--- src/rtl/emb_line_fetch.sv ---
// emb_line_fetch
//   Line-fetch sequencer for a synchronous embedded lookup memory with a
//   one-cycle read latency. A start request walks a contiguous address window
//   either forward or in reverse. The window wraps modulo 2^ADDR_W. Returned
//   words are presented as a valid/ready stream with an end-of-line marker.
//
//   Handshake: a word moves when m_valid & m_ready are both high at a rising
//   edge. Once m_valid is raised, it and m_data hold steady until that word
//   is accepted.
//
//   Ports
//     clk, reset          clock; synchronous active-low reset
//     start               request pulse, only looked at while idle
//     base_addr, line_len first address and word count (len 0 = ignored)
//     reverse             0: base upward, 1: base+len-1 downward
//     busy                line in progress
//     mem_enb, mem_addr   memory read strobe / address
//     mem_data            memory read data, one cycle after mem_enb
//     m_data, m_valid,    output stream
//     m_ready, m_last
//     done                one-cycle pulse after the final word is accepted
module emb_line_fetch #(
  parameter int ADDR_W = 11,
  parameter int DATA_W = 32
) (
  input  logic              clk,
  input  logic              reset,
  input  logic              start,
  input  logic [ADDR_W-1:0] base_addr,
  input  logic [ADDR_W-1:0] line_len,
  input  logic              reverse,
  output logic              busy,
  output logic              mem_enb,
  output logic [ADDR_W-1:0] mem_addr,
  input  logic [DATA_W-1:0] mem_data,
  output logic [DATA_W-1:0] m_data,
  output logic              m_valid,
  input  logic              m_ready,
  output logic              m_last,
  output logic              done
);

  typedef enum logic [1:0] {IDLE, RUN, DRAIN} state_t;

  localparam logic [ADDR_W-1:0] ONE = ADDR_W'(1);

  state_t            state, state_nx;
  logic [ADDR_W-1:0] addr_cnt;
  logic [ADDR_W-1:0] last_addr;
  logic [ADDR_W-1:0] len_r;
  logic [ADDR_W-1:0] issue_cnt;
  logic [ADDR_W-1:0] out_cnt;
  logic              rev_r;
  logic              inflight;
  logic [DATA_W-1:0] fifo0, fifo1;
  logic [1:0]        fifo_cnt;
  logic              pop, push, pop_fifo, issue, accept;
  logic              done_nx, done_r;
  logic [2:0]        occ_after;

  // The word returning from memory this cycle is visible on the stream
  // straight away when the FIFO is empty. It only lands in the FIFO if it is
  // not taken right now.
  assign m_valid  = (fifo_cnt != 2'd0) | inflight;
  assign m_data   = (fifo_cnt != 2'd0) ? fifo0 : (inflight ? mem_data : '0);
  assign pop      = m_valid & m_ready;
  assign pop_fifo = pop & (fifo_cnt != 2'd0);
  assign push     = inflight & ~(pop & (fifo_cnt == 2'd0));
  assign m_last   = m_valid & (out_cnt == len_r - ONE);

  // Words buffered or arriving, minus the one leaving this cycle. Issuing
  // only while this is below 2 bounds buffered + in-flight words to 2.
  assign occ_after = {1'b0, fifo_cnt} + {2'b00, inflight} - {2'b00, pop};

  assign accept   = (state == IDLE) & start & (line_len != '0);
  assign busy     = (state != IDLE);
  assign mem_enb  = issue;
  assign mem_addr = issue ? addr_cnt : last_addr;
  assign done     = done_r;

  always_comb begin
    state_nx = state;
    issue    = 1'b0;
    done_nx  = 1'b0;
    case (state)
      IDLE: begin
        if (accept) state_nx = RUN;
      end
      RUN: begin
        if ((issue_cnt != '0) && (occ_after < 3'd2)) begin
          issue = 1'b1;
          if (issue_cnt == ONE) state_nx = DRAIN;
        end
      end
      DRAIN: begin
        if (pop && m_last) begin
          state_nx = IDLE;
          done_nx  = 1'b1;
        end
      end
      default: state_nx = IDLE;
    endcase
  end

  always_ff @(posedge clk) begin
    if (!reset) begin
      state     <= IDLE;
      addr_cnt  <= '0;
      last_addr <= '0;
      len_r     <= '0;
      issue_cnt <= '0;
      out_cnt   <= '0;
      rev_r     <= 1'b0;
      inflight  <= 1'b0;
      fifo0     <= '0;
      fifo1     <= '0;
      fifo_cnt  <= 2'd0;
      done_r    <= 1'b0;
    end else begin
      state    <= state_nx;
      done_r   <= done_nx;
      inflight <= issue;

      if (accept) begin
        len_r     <= line_len;
        rev_r     <= reverse;
        issue_cnt <= line_len;
        out_cnt   <= '0;
        addr_cnt  <= reverse ? (base_addr + line_len - ONE) : base_addr;
      end

      if (issue) begin
        last_addr <= addr_cnt;
        addr_cnt  <= rev_r ? (addr_cnt - ONE) : (addr_cnt + ONE);
        issue_cnt <= issue_cnt - ONE;
      end

      if (pop) out_cnt <= out_cnt + ONE;

      // A push into a full FIFO cannot happen: an in-flight word implies at
      // most one word already buffered.
      case ({push, pop_fifo})
        2'b10: begin
          if (fifo_cnt == 2'd0) fifo0 <= mem_data;
          else                  fifo1 <= mem_data;
          fifo_cnt <= fifo_cnt + 2'd1;
        end
        2'b01: begin
          fifo0    <= fifo1;
          fifo_cnt <= fifo_cnt - 2'd1;
        end
        2'b11: begin
          if (fifo_cnt == 2'd1) begin
            fifo0 <= mem_data;
          end else begin
            fifo0 <= fifo1;
            fifo1 <= mem_data;
          end
        end
        default: ;
      endcase
    end
  end

endmodule

--- config.mk ---
export PLATFORM = sky130hd
export DESIGN_NAME = emb_line_fetch
export DESIGN_NICKNAME = d
export VERILOG_FILES = /design/src/rtl/emb_line_fetch.sv
export SDC_FILE = /design/constraint.sdc
export NUM_CORES = 1
export LEC_CHECK = 0
export ABC_AREA = 0
export BUFFER_PORTS_ARGS = -buffer_cell sky130_fd_sc_hd__buf_4
export CAP_MARGIN = 0
export CORE_ASPECT_RATIO = 0.75
export CORE_MARGIN = 4
export CORE_UTILIZATION = 45
export CTS_BUF_LIST = sky130_fd_sc_hd__clkbuf_4
export DETAILED_ROUTE_END_ITERATION = 12
export PLACE_DENSITY = 0.63
export SLEW_MARGIN = 20
export SYNTH_ARGS = -nofsm -noshare
export SYNTH_HDL_FRONTEND = slang
export SYNTH_SLANG_ARGS = --single-unit
--- constraint.sdc ---
create_clock -name clk -period 10.8 [get_ports clk]
set_input_delay 0.54 -clock clk [delete_from_list [all_inputs] [get_ports clk]]
set_output_delay 0.54 -clock clk [all_outputs]
set_load 0.05 [all_outputs]
==> results by group <==
Setup path
  • Arrival time worst endpoint: 5.40 ns
  • Slowest stage delay, CP: 0.53 ns
  • Slowest-stage cell, CP: inv_2
  • Cell with the most instances on the worst path: nand2_1
  • Buffer and inverter count on the worst path: 5
  • Maximum fanout along the worst path: between 60 and 70
  • Setup Crit Path Kind: register to output pin
  • Register-to-register path setup slack: 5.62 ns
  • Cells along the critical path: inv_1, ha_2, buf_4, nand2b_1, nand2_1, inv_1, ha_1, nor2b_1, fa_1, nor4b_2, nand2_2, inv_2, nand2_1, nand2_1, buf_4
  • Kind of launch point of the worst setup path: register
  • Required arrival time at the worst endpoint: 10.26 ns
  • Kind of cell with the highest combined delay on the critical path: simple AND/OR/NAND/NOR gates
  • Endpoint type of the worst setup path: output pin

Pwr
  • Net Switching: roughly 830 µW
  • Proportion of power drawn by combinational gates: 45.4%
  • Power per cell area: 210 nW/µm²
  • Overall Power: 1880 µW
  • Proportion of power drawn by the clock network: 21.7%
  • Peak supply drop: 0.0931 mV
  • Static Leak: 0.00369 µW
  • Sequential share of power: 32.9%
  • Design internal power: 1050 µW
  • Share of total power consumed by net switching: between 40% and 50%

STA
  • Final number of hold-violating endpoints: 0
  • Post-layout min period: 5.94 ns
  • Transition time at the pin with the least slew margin: 0.931 ns
  • Peak Freq: 0.168 GHz
  • Setup repair after global routing missed its margin: false
  • Slew margin rel.: between 30% and 40%
  • Share of the cycle needed by the critical path after routing: 55.0%
  • Clock tree skew after final layout: 0.0234 ns
  • Sum of negative setup slack: 0 ns
  • Max-slew violation total from the final report: 0
  • Worst Slack Setup Final: 4.86 ns
  • Endpoints failing setup: 0

Floorplan
  • Core area: between 15000 and 20000 µm²
  • Horizontal extent of the die: 159 µm
  • Total I/O pin count: 107
  • Row cnt: 41
  • Die H: 121 µm
  • Full die area: between 15000 and 20000 µm²
  • Starting density of the core: 45.7%

Placement
  • Number of buffers inserted by port buffering: 106
  • Cell count after placement: between 1000 and 1500
  • Sum of net half-perimeters after detailed placement: 13700 µm
  • Dpl ws: 5.50 ns
  • Routability congestion estimate: between 0.8 and 0.9

Global route
  • Overall routing resource usage: roughly a fifth
  • Antenna violations before repair: 1
  • Number of global-route vias before repair: 6553
  • Global route overflow: 0
  • First-pass GRT wire length: 32600 µm
  • Largest net degree at the start of global routing: 70

Hold path
  • HP Class: input pin to register

Layout
  • Most common library cell in the layout ignoring fill and taps: nand2_1
  • Net count, final: roughly 1200
  • Number of standard cells in the layout, taps in and fillers out: between 1000 and 1500
  • Area Overhead vs Synth: 16.5%
  • Highest-count cells in the layout ignoring fill and taps: nand2_1 (187), dfxtp_1 (126), buf_4 (114), inv_1 (86), o21ai_0 (75)
  • Final Util: between 50% and 60%
  • Layout cell share with drive strength beyond 1: between 10% and 20%

Yosys
  • Top area cells in the synthesized netlist: dfxtp_1 (33%), nand2_1 (9.2%), a21boi_0 (5.9%), ha_1 (5.9%), o21ai_0 (4.9%)
  • Count of mapped cells out of synthesis: 995
  • Synth Area per Inst: 7.70 µm²
  • Total of warnings raised by yosys: 0
  • Portion of the post-synthesis area used by sequential elements: 32.9%
  • Count of flip-flops with a built-in enable after synthesis: 0
  • Proportion of register bits with asynchronous set or reset after synthesis: 0%
  • Post-Syn Nets: between 1000 and 1500
  • Predominant post-synthesis flop cell: dfxtp_1
  • Yosys top cell area share: 32.9%
  • FF+latch count, synth: 126
  • Post-synthesis cell type with the largest combined area: dfxtp_1
  • Netlist area before placement: 7660 µm²
  • Number of distinct library cell variants in the gate-level netlist after synthesis: 78

Clock tree
  • Clock latency on the worst-skew pair: between 0.5 and 0.6 ns
  • Cells resized by post-CTS repair: 0
  • Number of sinks handled by clock tree synthesis: 126
  • Buffers inserted during post-CTS setup optimization: 0
  • TritonCTS clock tree: built
  • Library cell used as clock root buffer: clkbuf_4
  • Clk slew on worst S/H paths: around 0.13 ns
  • # H-tree levels: 4
  • TritonCTS buffer count: 17
  • Buffer depth of the longest clock path: 2
  • Hold_buf cts: 0

Status
  • Status: complete, no violations

Detailed routing
  • Starting DRT DRC Count: 503
  • Sum of routed wire length over all layers: 20100 µm
  • Total via count after detailed routing: about 7100
  • Post-route antenna net violation count: 0
  • Number of DRC violations after detailed routing: 0
  • Drt wl/cell: 15.5 µm
  • Drt via density: 5.44
  • DRT Pass-1 Iters: 5

Run
  • Number of violations of the max-capacitance limit: 0
[sequential cells by signal, summed over array words and instances, names as in the netlist]
register	flops
len_r	11
out_cnt	11
state	2
fifo0	32
inflight	1
last_addr	11
addr_cnt	11
done	1
issue_cnt	11
fifo_cnt	2
fifo1	32
rev_r	1
[power by group through the flow]
stage | Clock, µW | Combinational, µW | Sequential, µW
after floorplan | 0 | 640 | 608
after global placement | 0 | 841 | 627
after detailed placement | 0 | 847 | 627
after CTS | 419 | 853 | 617
after global routing | 441 | 937 | 628
final | 407 | 851 | 617
[worst register-to-register path: cells and delay by family (launching register included)]
kind                     cells  cell delay (ns)
AO/OA/AOI/OAI                2             0.43
adder cells (fa/ha/maj)      3             1.02
buffers and inverters        4             1.47
flip-flops                   1             0.35
AND/OR/NAND/NOR              6             1.82
[synthesized netlist by cell type (all sizes together) (4+ instances only)]
cell type,n
o211ai,6
o211a,16
nand2,188
a211oi,8
ha,36
a21boi,62
xor2,7
and2,9
dfxtp,126
nor2b,13
xnor2,15
nor3,8
and3,6
or3,7
nand3,40
a31oi,11
clkbuf,43
mux2i,21
o21a,9
nor2,42
inv,87
a21oi,40
nor4,6
nand3b,4
nor4b,6
o21ai,77
buf,15
nand4,4
a21o,5
a22oi,19
[layer usage]
metal | up-vias | global-route usage (%) | share of wire, %
met5 | - | 0 | 0
met4 | 0 | 4.58 | 0.75
met3 | 12 | 4.10 | 3.7
met2 | 117 | 30.8 | 42
met1 | 3310 | 31.8 | 54
li1 | 3622 | - | -
[worst paths after layout]
| kind | from | endpoint | cells after the start |
|---|---|---|---|
| worst max-delay path | fifo_cnt[1]$_SDFFE_PN0P_ | mem_addr[10] | 15 |
| worst min-delay path | mem_data[14] | fifo1[14]$_SDFFE_PN0P_ | 3 |
| worst max register to register | fifo_cnt[1]$_SDFFE_PN0P_ | issue_cnt[5]$_SDFFE_PN0P_ | 15 |
| worst min register to register | fifo1[3]$_SDFFE_PN0P_ | fifo1[3]$_SDFFE_PN0P_ | 2 |
[through the flow]
step | hold slack, ns | instance area, µm²
floorplan | 0.443 | 7660
global placement | 0.453 | 8560
detailed placement | 0.457 | 8560
CTS | 0.208 | 8920
global route | 0.192 | 8920
finish | 0.255 | 8920
[logic make-up (layout without fill, tap and decap cells)]
family          count (synthesis)  count (layout)  synth area share, %
simple gates                  358             358                 22.6
compound gates                280             280                 24.7
buf+inv                       146             234                 7.45
flops                         126             126                 32.9
fa+ha+maj                      39              39                 6.67
mux                            24              24                 3.19
xor+xnor                       22              22                 2.52
other cells                     0               1                    0
[cell type report]
type                    count  area, µm²
clock inverters            15        235
fillers                  1623       7850
diodes                      1       2.50
clock buffers              17        128
repair buffers            114        856
flip-flops and latches    126       2520
inverters                  88        330
multi-input cells         723       4580
well taps                 215        269
Note: power is estimated with default switching activity, not from simulation.
